[src/rtl/rsu_pkg.sv]
// rsu_pkg: shared widths, command encodings and FSM states for the RSU serial initiator.
package rsu_pkg;

  localparam int unsigned RU_SR_WIDTH   = 41;
  localparam int unsigned RU_DATA_WIDTH = 39;

  typedef enum logic [1:0] {
    OP_READ     = 2'b00,
    OP_WRITE    = 2'b01,
    OP_RECONFIG = 2'b10,
    OP_RSVD     = 2'b11
  } rsu_op_e;

  localparam logic [1:0] RSU_SEL_CUR   = 2'b00;
  localparam logic [1:0] RSU_SEL_PREV1 = 2'b01;
  localparam logic [1:0] RSU_SEL_PREV2 = 2'b10;
  localparam logic [1:0] RSU_SEL_INPUT = 2'b11;

  typedef enum logic [2:0] {
    IDLE,
    SHIFT_SEL,
    CAPTURE,
    SHIFT_OUT,
    SHIFT_DATA,
    UPDATE,
    NCONFIG,
    DONE
  } rsu_state_e;

endpackage

[src/rtl/rsu_clk_gen.sv]
// rsu_clk_gen: RU_CLK phase counter; CLK_DIV cycles low then CLK_DIV high while enabled.
module rsu_clk_gen #(
  parameter int unsigned CLK_DIV = 4
) (
  input  logic CLK,
  input  logic RESET,
  input  logic en,
  output logic ru_clk,
  output logic rise_stb,
  output logic fall_stb
);

  localparam int unsigned PW = $clog2(2 * CLK_DIV);

  logic [PW-1:0] phase;

  // rise_stb marks the last low cycle (RU_CLK goes high on its closing edge);
  // fall_stb marks the last high cycle, i.e. the end of a whole pulse.
  assign rise_stb = en && (phase == PW'(CLK_DIV - 1));
  assign fall_stb = en && (phase == PW'(2 * CLK_DIV - 1));

  always_ff @(posedge CLK) begin
    if (RESET) begin
      phase  <= '0;
      ru_clk <= 1'b0;
    end else if (!en || fall_stb) begin
      phase  <= '0;
      ru_clk <= 1'b0;
    end else begin
      phase <= phase + PW'(1);
      if (rise_stb) ru_clk <= 1'b1;
    end
  end

endmodule

[src/rtl/rsu_ctrl.sv]
// rsu_ctrl: host-side initiator for the MAX10 RSU serial interface.
// Define RSU_WD_KICK_EN to add the wd_kick input and RU_nRSTIMER pulse output.
module rsu_ctrl
  import rsu_pkg::*;
#(
  parameter int unsigned CLK_DIV        = 4,
  parameter int unsigned NCONFIG_CYCLES = 16
`ifdef RSU_WD_KICK_EN
  , parameter int unsigned WD_PULSE_CYCLES = 8
`endif
) (
  input  logic                     CLK,
  input  logic                     RESET,
  input  logic                     cmd_valid,
  output logic                     cmd_ready,
  input  logic [1:0]               cmd_op,
  input  logic [1:0]               cmd_sel,
  input  logic [RU_DATA_WIDTH-1:0] cmd_wdata,
  output logic                     rsp_valid,
  output logic [RU_DATA_WIDTH-1:0] rsp_rdata,
  output logic                     rsp_err,
  output logic                     RU_CLK,
  output logic                     RU_SHIFTnLD,
  output logic                     RU_CUPTnUPDT,
  output logic                     RU_DIN,
  input  logic                     RU_DOUT,
  output logic                     RU_nCONFIG
`ifdef RSU_WD_KICK_EN
  , input  logic                   wd_kick,
  output logic                     RU_nRSTIMER
`endif
);

  localparam int unsigned CW = $clog2(NCONFIG_CYCLES + 1);
  localparam logic [5:0]  BIT_LAST = 6'(RU_SR_WIDTH - 1);

  rsu_state_e               state, state_n;
  logic [RU_SR_WIDTH-1:0]   tx, tx_n, word;
  logic [RU_DATA_WIDTH-1:0] rx, rx_n, rdata_n;
  logic [5:0]               bit_cnt, bit_n;
  logic [CW-1:0]            cyc_cnt, cyc_n;
  logic din_n, shift_n, cupt_n, ncfg_n, rsp_valid_n, rsp_err_n;
  logic ru_en, rise_stb, fall_stb, last_bit;

  assign ru_en     = state inside {SHIFT_SEL, CAPTURE, SHIFT_OUT, SHIFT_DATA, UPDATE};
  assign last_bit  = (bit_cnt == BIT_LAST);
  assign cmd_ready = !RESET && ((state == IDLE) || (state == DONE));

  rsu_clk_gen #(.CLK_DIV(CLK_DIV)) u_clk_gen (
    .CLK      (CLK),
    .RESET    (RESET),
    .en       (ru_en),
    .ru_clk   (RU_CLK),
    .rise_stb (rise_stb),
    .fall_stb (fall_stb)
  );

  always_comb begin
    // NOTE: every target gets a default before the case so no latch is inferred.
    state_n     = state;
    tx_n        = tx;
    rx_n        = rx;
    bit_n       = bit_cnt;
    cyc_n       = cyc_cnt;
    din_n       = RU_DIN;
    shift_n     = RU_SHIFTnLD;
    cupt_n      = RU_CUPTnUPDT;
    ncfg_n      = RU_nCONFIG;
    rsp_valid_n = 1'b0;
    rsp_err_n   = 1'b0;
    rdata_n     = '0;
    word        = '0;
    case (state)
      IDLE, DONE: begin
        state_n = IDLE;
        if (cmd_valid) begin
          bit_n = '0;
          cyc_n = '0;
          case (rsu_op_e'(cmd_op))
            OP_READ: begin
              state_n = SHIFT_SEL;
              word    = {cmd_sel, {RU_DATA_WIDTH{1'b0}}};
            end
            OP_WRITE: begin
              state_n = SHIFT_DATA;
              word    = {2'b00, cmd_wdata};
            end
            OP_RECONFIG: begin
              state_n = NCONFIG;
              ncfg_n  = 1'b0;
            end
            default: begin
              state_n     = DONE;
              rsp_valid_n = 1'b1;
              rsp_err_n   = 1'b1;
            end
          endcase
          // Bit 0 is presented during the very first low phase at T+1.
          din_n = word[0];
          tx_n  = {1'b0, word[RU_SR_WIDTH-1:1]};
        end
      end
      SHIFT_SEL, SHIFT_DATA: begin
        if (fall_stb) begin
          if (last_bit) begin
            state_n = (state == SHIFT_SEL) ? CAPTURE : UPDATE;
            shift_n = 1'b0;
            cupt_n  = (state == SHIFT_SEL);
            din_n   = 1'b0;
          end else begin
            din_n = tx[0];
            tx_n  = {1'b0, tx[RU_SR_WIDTH-1:1]};
            bit_n = bit_cnt + 6'd1;
          end
        end
      end
      CAPTURE: begin
        if (fall_stb) begin
          state_n = SHIFT_OUT;
          shift_n = 1'b1;
          cupt_n  = 1'b1;
          bit_n   = '0;
        end
      end
      SHIFT_OUT: begin
        if (rise_stb && (bit_cnt < 6'(RU_DATA_WIDTH))) rx_n[bit_cnt] = RU_DOUT;
        if (fall_stb) begin
          if (last_bit) begin
            state_n     = DONE;
            rsp_valid_n = 1'b1;
            rdata_n     = rx;
          end else begin
            bit_n = bit_cnt + 6'd1;
          end
        end
      end
      UPDATE: begin
        if (fall_stb) begin
          state_n     = DONE;
          shift_n     = 1'b1;
          cupt_n      = 1'b1;
          rsp_valid_n = 1'b1;
        end
      end
      NCONFIG: begin
        if (cyc_cnt == CW'(NCONFIG_CYCLES - 1)) begin
          state_n     = DONE;
          ncfg_n      = 1'b1;
          rsp_valid_n = 1'b1;
        end else begin
          cyc_n = cyc_cnt + CW'(1);
        end
      end
      default: state_n = IDLE;
    endcase
  end

  always_ff @(posedge CLK) begin
    // NOTE: state uses non-blocking assignments so every flop samples pre-edge values.
    if (RESET) begin
      state        <= IDLE;
      tx           <= '0;
      rx           <= '0;
      bit_cnt      <= '0;
      cyc_cnt      <= '0;
      RU_DIN       <= 1'b0;
      RU_SHIFTnLD  <= 1'b1;
      RU_CUPTnUPDT <= 1'b1;
      RU_nCONFIG   <= 1'b1;
      rsp_valid    <= 1'b0;
      rsp_err      <= 1'b0;
      rsp_rdata    <= '0;
    end else begin
      state        <= state_n;
      tx           <= tx_n;
      rx           <= rx_n;
      bit_cnt      <= bit_n;
      cyc_cnt      <= cyc_n;
      RU_DIN       <= din_n;
      RU_SHIFTnLD  <= shift_n;
      RU_CUPTnUPDT <= cupt_n;
      RU_nCONFIG   <= ncfg_n;
      rsp_valid    <= rsp_valid_n;
      rsp_err      <= rsp_err_n;
      rsp_rdata    <= rdata_n;
    end
  end

`ifdef RSU_WD_KICK_EN
  localparam int unsigned WW = $clog2(WD_PULSE_CYCLES + 1);
  logic [WW-1:0] wd_cnt;

  // Independent of the command FSM; a kick always restarts the full pulse.
  always_ff @(posedge CLK) begin
    if (RESET) begin
      wd_cnt      <= '0;
      RU_nRSTIMER <= 1'b1;
    end else if (wd_kick) begin
      wd_cnt      <= WW'(WD_PULSE_CYCLES - 1);
      RU_nRSTIMER <= 1'b0;
    end else if (!RU_nRSTIMER) begin
      if (wd_cnt == '0) RU_nRSTIMER <= 1'b1;
      else              wd_cnt      <= wd_cnt - WW'(1);
    end
  end
`endif

endmodule

[config.mk]
export PLATFORM = sky130hd
export DESIGN_NAME = rsu_ctrl
export DESIGN_NICKNAME = d
export VERILOG_FILES = /design/src/rtl/rsu_pkg.sv /design/src/rtl/rsu_clk_gen.sv /design/src/rtl/rsu_ctrl.sv
export SDC_FILE = /design/constraint.sdc
export NUM_CORES = 1
export LEC_CHECK = 0
export ABC_AREA = 1
export CORE_ASPECT_RATIO = 0.5
export CORE_UTILIZATION = 54
export DETAILED_ROUTE_END_ITERATION = 12
export PLACE_DENSITY = 0.8
export SYNTH_ARGS = -nofsm -noshare
export SYNTH_HDL_FRONTEND = slang
export SYNTH_HIERARCHICAL = 1
export SYNTH_SLANG_ARGS = --single-unit
[constraint.sdc]
create_clock -name CLK -period 2.67 [get_ports CLK]
set_input_delay 0.267 -clock CLK [delete_from_list [all_inputs] [get_ports CLK]]
set_output_delay 0.267 -clock CLK [all_outputs]
set_load 0.02 [all_outputs]
==> impl_metrics.py <==
metrics = {
    "status": {
        "status": "complete, no violations",
    },
    "synthesis": {
        "synth_compound_area_frac": 0.09057,
        "synthDistinctLibCells": 34,
        "syn_nets": 963,
        "yosys-top-cells-area": "dfxtp_1 45%, nand2_1 11%, nor2_1 11%",
        "synth_fa_ha_area_frac": 0.02185,
        "synth-seq-cells": 142,
        "yosysTopAreaCellShare": 0.4512,
        "synth_ff_type": "dfxtp_1",
        "synth-seq-area-share": 0.4512,
        "synth-async-reset-ratio": 0,
        "synth_edf_count": 0,
        "post_synth_instance_area_um2": 6300,
        "synth_xor_xnor_area_share": 0.004171,
        "synth-simple-area-share": 0.3434,
        "yosysWarnings": 6,
        "synth_mux_area_frac": 0,
        "yosysTopAreaCell": "dfxtp_1",
        "syn_inst": 905,
        "synth_top_family_by_area": "simple AND/OR/NAND/NOR gates",
        "avgSynthCellArea_um2": 6.961,
    },
    "timing": {
        "worstMarginPinSlew_ns": 0.8414,
        "finClkSkew_ns": 0.009912,
        "setup_viol": 0,
        "post-route-worst-setup-slack_ns": 0.1785,
        "min_period_ns": 2.492,
        "slew_violations": 0,
        "holdWs_ns": 0.4230,
        "final.period_utilization": 0.9332,
        "slew_headroom": 0.4360,
        "finalHoldViolCount": 0,
        "clock.fmax_mhz": 401.4,
    },
    "power_and_ir_drop": {
        "cellPowerDensity_nw_per_um2": 855.2,
        "intPower_uw": 4325,
        "ir_drop_mv": 0.4370,
        "power.share.sequential": 0.381,
        "finalPower_uw": 6774,
        "clock_power_share": 0.341,
        "leakage_uw": 0.003216,
        "switching_share": 0.3614,
        "comb_power_share": 0.277,
        "p_switching_uw": 2448,
    },
    "clock_network": {
        "clock_latency_ns": 0.43,
        "cts.sinks": 142,
        "numCtsBuffers": 17,
        "htree_levels": 4,
        "clkTransAtPathRegs_ns": 0.07,
        "cts-root-buf": "clkbuf_16",
        "cts.path.max_buffers": 2,
        "cts_tree": "built",
    },
    "floorplan": {
        "die_area_um2": 12130,
        "start_util": 0.5634,
        "die_x_um": 154.8,
        "coreArea_um2": 11180,
        "die_h_um": 78.38,
        "placementRows": 27,
        "io_pins": 94,
    },
    "global_route": {
        "antenna_found_initial": 0,
        "grt_max_degree": 43,
        "grt_pass1_vias": 5282,
        "overflow": 0,
        "grt_pass1_wl_mm": 24.34,
        "track_usage": 0.2506,
    },
    "critical_path": {
        "ff2ff_setup_slack_ns": 0.27,
        "slowest_delay_ns": 0.60,
        "end_kind": "output pin",
        "cp_slowest_cell": "clkdlybuf4s50_1",
        "path_max_fanout": 10,
        "path_class": "reg2out",
        "rr_startpoint": "state[2]$_SDFFE_PP0P_",
        "rr_endpoint": "bit_cnt[4]$_SDFFE_PP0P_",
        "crit_family": "buffers and inverters",
        "start_kind": "flop",
        "crit_arrival_ns": 2.22,
        "rr_worst_depth": 14,
        "required_ns": 2.40,
        "path_cells": "inv_2, o21ai_0, nand2_1, buf_4, nor2_1, clkdlybuf4s50_1",
        "path_buf_inv": 3,
    },
    "route": {
        "dr.pass1.iters": 6,
        "wl_per_cell_um": 12.52,
        "drc": 0,
        "drtIter0Drc": 427,
        "route.antenna.remaining_nets": 0,
        "drt_wl_total_mm": 14.50,
        "vias_per_cell": 5.145,
        "num_vias": 5958,
    },
    "final_layout": {
        "drive_above_1_share": 0.07207,
        "final_nets": 1044,
        "mostFrequentLayoutCells": "190 x nand2_1, 182 x nor2_1, 142 x dfxtp_1",
        "antenna_cells": 0,
        "nFillCells": 923,
        "syn2layout_area_growth_pct": 25.72,
        "layout_commonest_cell": "nand2_1",
    },
    "worst_hold_path": {
        "holdPathEnd": "rsp_rdata[21]$_SDFF_PP0_",
        "hp-start": "rx[21]$_SDFFE_PP0P_",
        "hold_depth": 2,
        "hp-class": "reg2reg",
    },
    "flow_run": {
        "drv_cap": 0,
    },
    "place": {
        "gp_congestion": 0.9242,
        "dp_hpwl_mm": 9.055,
        "io_buffers": 93,
        "place_ws_ns": 0.1793,
    },
}
==> cells in the mapped netlist (3+ instances only) <==
| master | number |
|---|---|
| clkbuf_1 | 20 |
| a21oi_1 | 53 |
| o21ai_0 | 54 |
| nor3_1 | 6 |
| nand2_1 | 190 |
| ha_1 | 11 |
| nand2_2 | 3 |
| inv_2 | 4 |
| inv_1 | 77 |
| buf_6 | 6 |
| nand3_1 | 103 |
| nand4_1 | 3 |
| dfxtp_1 | 142 |
| buf_1 | 3 |
| nor2_4 | 4 |
| nor3_2 | 6 |
| buf_2 | 14 |
| clkbuf_2 | 4 |
| nor2_1 | 183 |
==> metrics by stage <==
step / utilization / TNS, ns / area, µm² / cells
after floorplan: - / 0 / 6300 / 905
after global placement: 0.6507 / 0 / 7276 / 1122
after CTS: 0.7021 / 0 / 7851 / 1154
after global routing: 0.7083 / -0.001683 / 7920 / 1158
final: 0.7083 / 0 / 7920 / 1158
after detailed placement: 0.6507 / 0 / 7276 / 1122
==> power groups by stage <==
stage | Clock [µW] | Sequential [µW] | Combinational (µW)
2_1_floorplan | 0 | 2560 | 1430
3_3_place_gp | 0 | 2610 | 1770
3_5_place_dp | 0 | 2620 | 1830
4_1_cts | 2340 | 2580 | 1850
5_1_grt | 2420 | 2620 | 2120
6_report | 2310 | 2580 | 1880
==> tightest hold or removal path, cell delays in order, from the launching register on <==
cell and delay [ns]:
dfxtp_1 0.31, inv_1 0.05, nor2_1 0.03
==> area by class of cell <==
class                           count  area [µm²]  share of cell area
Sequential cell                   142        2843              0.3589
Clock inverter                     14       146.4             0.01848
Timing Repair Buffer              110        1087              0.1373
Inverter                           82       310.3             0.03918
Clock buffer                       18       429.2             0.05419
Tap cell                          159       198.9             0.02512
Multi-Input combinational cell    633        2905              0.3668
==> logic make-up after synthesis <==
logic type | count (synthesis)
AOI/OAI and AO/OA | 112
xor gates and xnor gates | 3
adders and majority gates | 11
buffers and inverters | 130
DFF | 142
and+or+nand+nor | 507
==> layer usage <==
layer | wire length [µm] | up-vias | track usage
li1 | - | 3030 | -
met1 | 6649 | 2712 | 0.3153
met2 | 6782 | 192 | 0.4213
met3 | 801 | 24 | 0.05467
met4 | 268 | 0 | 0.1020
met5 | 0 | - | 0
==> state kept, by name, summed over array words and instances, names as in the netlist <==
signal and flops:
rsp_err 1, u_clk_gen/ru_clk 1, tx 40, bit_cnt 6, rx 39, RU_nCONFIG 1
RU_SHIFTnLD 1, state 3, u_clk_gen/phase 3, RU_DIN 1, rsp_valid 1, rsp_rdata 39
RU_CUPTnUPDT 1, cyc_cnt 5
==> worst max-delay path by stage <==
stage | startpoint | end | slack (ns) | depth (start not counted)
floorplan | state[2]$_SDFFE_PP0P_ | bit_cnt[5]$_SDFFE_PP0P_ | 0.45 | 16
global placement | state[2]$_SDFFE_PP0P_ | bit_cnt[2]$_SDFFE_PP0P_ | 0.31 | 14
detailed placement | state[2]$_SDFFE_PP0P_ | bit_cnt[4]$_SDFFE_PP0P_ | 0.18 | 14
CTS | state[2]$_SDFFE_PP0P_ | bit_cnt[4]$_SDFFE_PP0P_ | 0.15 | 14
global route | state[0]$_SDFFE_PP0P_ | bit_cnt[4]$_SDFFE_PP0P_ | -0.002 | 13
finish | state[2]$_SDFFE_PP0P_ | cmd_ready | 0.18 | 6
==> timing repair <==
item,4_1_cts,5_1_grt
hold endpoints to repair,0,0
hold buffers,0,0
buffers inserted,0,4
gates resized for setup,0,5
endpoints found under the setup margin,0,47
Power figures use the tool's default switching activity.
==> patch (config.mk and constraints unchanged) <==
`CLK_DIV` is set to 4 in 2 places; all go to 8.
--- a/src/rtl/rsu_clk_gen.sv
+++ b/src/rtl/rsu_clk_gen.sv
@@ -1,5 +1,5 @@
 // rsu_clk_gen: RU_CLK phase counter; CLK_DIV cycles low then CLK_DIV high while enabled.
 module rsu_clk_gen #(
-  parameter int unsigned CLK_DIV = 4
+  parameter int unsigned CLK_DIV = 8
 ) (
   input  logic CLK,
--- a/src/rtl/rsu_ctrl.sv
+++ b/src/rtl/rsu_ctrl.sv
@@ -4,5 +4,5 @@
   import rsu_pkg::*;
 #(
-  parameter int unsigned CLK_DIV        = 4,
+  parameter int unsigned CLK_DIV        = 8,
   parameter int unsigned NCONFIG_CYCLES = 16
 `ifdef RSU_WD_KICK_EN
Check against the original RTL: not equivalent (a bounded check fails within 10 cycles, from zero or initial values and one cycle with RESET high).
==> patch against the unedited design <==
Sequential cell count rose by 1. Cell area rose by 2.4%. Area after synthesis rose by 0.71%. Combinational power rose by 3%. Wire length rose by 0.46%. Total power rose by 5.3%. Register-to-register slack got worse by 0.03 ns. Worst setup slack improved by 0.014 ns. Cell count rose by 1.0%. Core utilization rose by 1.5 points. Critical path type unchanged.
==> patch: results (changes against the unedited design) <==
- 0.000520 V — Max VDD drop, +19%
- 0.24 ns — R2R setup slack, -0.03 ns
- 8.21% — ratio of cells with drive above 1 in the final layout, +1.0 points
- 7360 um2 — placed standard-cell area, +1.2%
- 3.28 nW — leakage, +1.9%
- 8110 um2 — finished layout cell area, +2.4%
- rx[11] — Reg2Reg Capture Point
- 24600 um — first-pass GRT wire length, +0.99%
- 0 — # diodes, unchanged
- 6980 um — Routed met2 length, +2.9%
- sky130_fd_sc_hd__clkdlybuf4s50_1 — CP max-delay cell
- 925 — count of filler cells inserted in the layout, +0.22%
- 6.94 um2 — post-synthesis average cell area, -0.28%
- state[1] — beginning of the critical path
- 0.898 — final weighted congestion in routability-driven placement, -2.9%
- 970 — number of nets produced by synthesis, +0.73%
- 93 — IO buf count, unchanged
- met4 — uppermost routed layer
- reg2reg — class of the worst hold path
- 2.21 ns — critical path data arrival time
- 0.427 ns — Hold Slack, +0.00366 ns
- 0.41 ns — clock insertion delay at the later pin of the skew report, -0.02 ns
- 0.167 ns — worst-case setup slack after placement, -0.0120 ns
- 45.1% — sequential fraction of the synthesis area, about the same
- 6 — total of warnings raised by yosys, unchanged
- tx: 40 flops, rsp_rdata: 39 flops, rx: 39 flops — top flop regs
- rsp_rdata[33] — hold path endpoint
- 8 — largest fanout of any net on the critical path, -2
- 41 — maximum number of pins on one net before global-route repair, -4.7%
- 14600 um — final wirelength, +0.46%
- 25.1% — overall global routing resource usage, +0.052 points
- 16 — cell count of the worst reg-to-reg path, +2
- 1054 — Final #Nets, +0.96%
- 9440 um — post-detail-place hpwl, +4.3%
- 2 — count of cells along the worst hold path, unchanged
- 5957 — vias post-DR, -0.017%
- 0 — number of hold violations in the final report, unchanged
- cmd_ready — end point of the critical path
- 5 — DRT Pass-1 Iters, -1
- 0 — antenna violations before repair, unchanged
- 334 — detailed router's first-iteration violation count, -22%
- rx[33] — critical hold path startpoint
- sky130_fd_sc_hd__dfxtp_1 (45%), sky130_fd_sc_hd__nand2_1 (11%), sky130_fd_sc_hd__nor2_1 (11%), sky130_fd_sc_hd__nand3_1 (8.3%), sky130_fd_sc_hd__inv_1 (4.5%) — Synth area leaders
- 0.846 ns — transition time at the pin with the least slew margin, +0.00480 ns
- 5383 — number of global-route vias before repair, +1.9%
- 6670 um — sum of routed wire segments on met1, +0.35%
- 0.00631 ns — Worst Clk Skew, -0.00360 ns
- 17 — number of buffers added by the clock tree synthesis step, unchanged
- 12.5 um — detail-routed net length per standard cell, -0.58%
- 710 um — detailed-routed wire length on met3, -11%
- sky130_fd_sc_hd__nand2_1 (191), sky130_fd_sc_hd__nor2_1 (186), sky130_fd_sc_hd__dfxtp_1 (143) — most frequent cells after synthesis
- completed — run status
- 92.8% — final critical-path share of the clock period, -0.51 points
-- patch: repair_timing --
item                       in CTS  in global routing
resized for setup               0                  6
hold endpoints to repair        0                  0
buffers inserted                0                  5
setup endpoints to repair       0                 43
-- patch: power by group --
group	internal (W)	switching (W)
clock network	0.00160	0.000995
logic	0.000656	0.00128
registers	0.00240	0.000198
-- patch: cell families after synthesis --
family / share of synthesized area [%]
AND/OR/NAND/NOR: 34.8
flip-flops: 45.1
buffers and inverters: 8.81
AO/OA/AOI/OAI: 9.05
adder cells (fa/ha/maj): 1.77
XOR/XNOR: 0.414
-- patch: metal layers --
metal / GRT usage (%) / vias up
li1: - / 3065
met3: 5.14 / 17
met5: 0 / -
met1: 31.3 / 2708
met4: 9.61 / 0
met2: 43.1 / 167
-- patch: cell type report --
type,count,area share (%)
clock buffer,17,5.25
clock inverter,15,2.76
inverter,82,3.84
multi-input combinational,641,36.3
sequential,143,35.3
tap,159,2.45
timing repair buffer,113,14.1
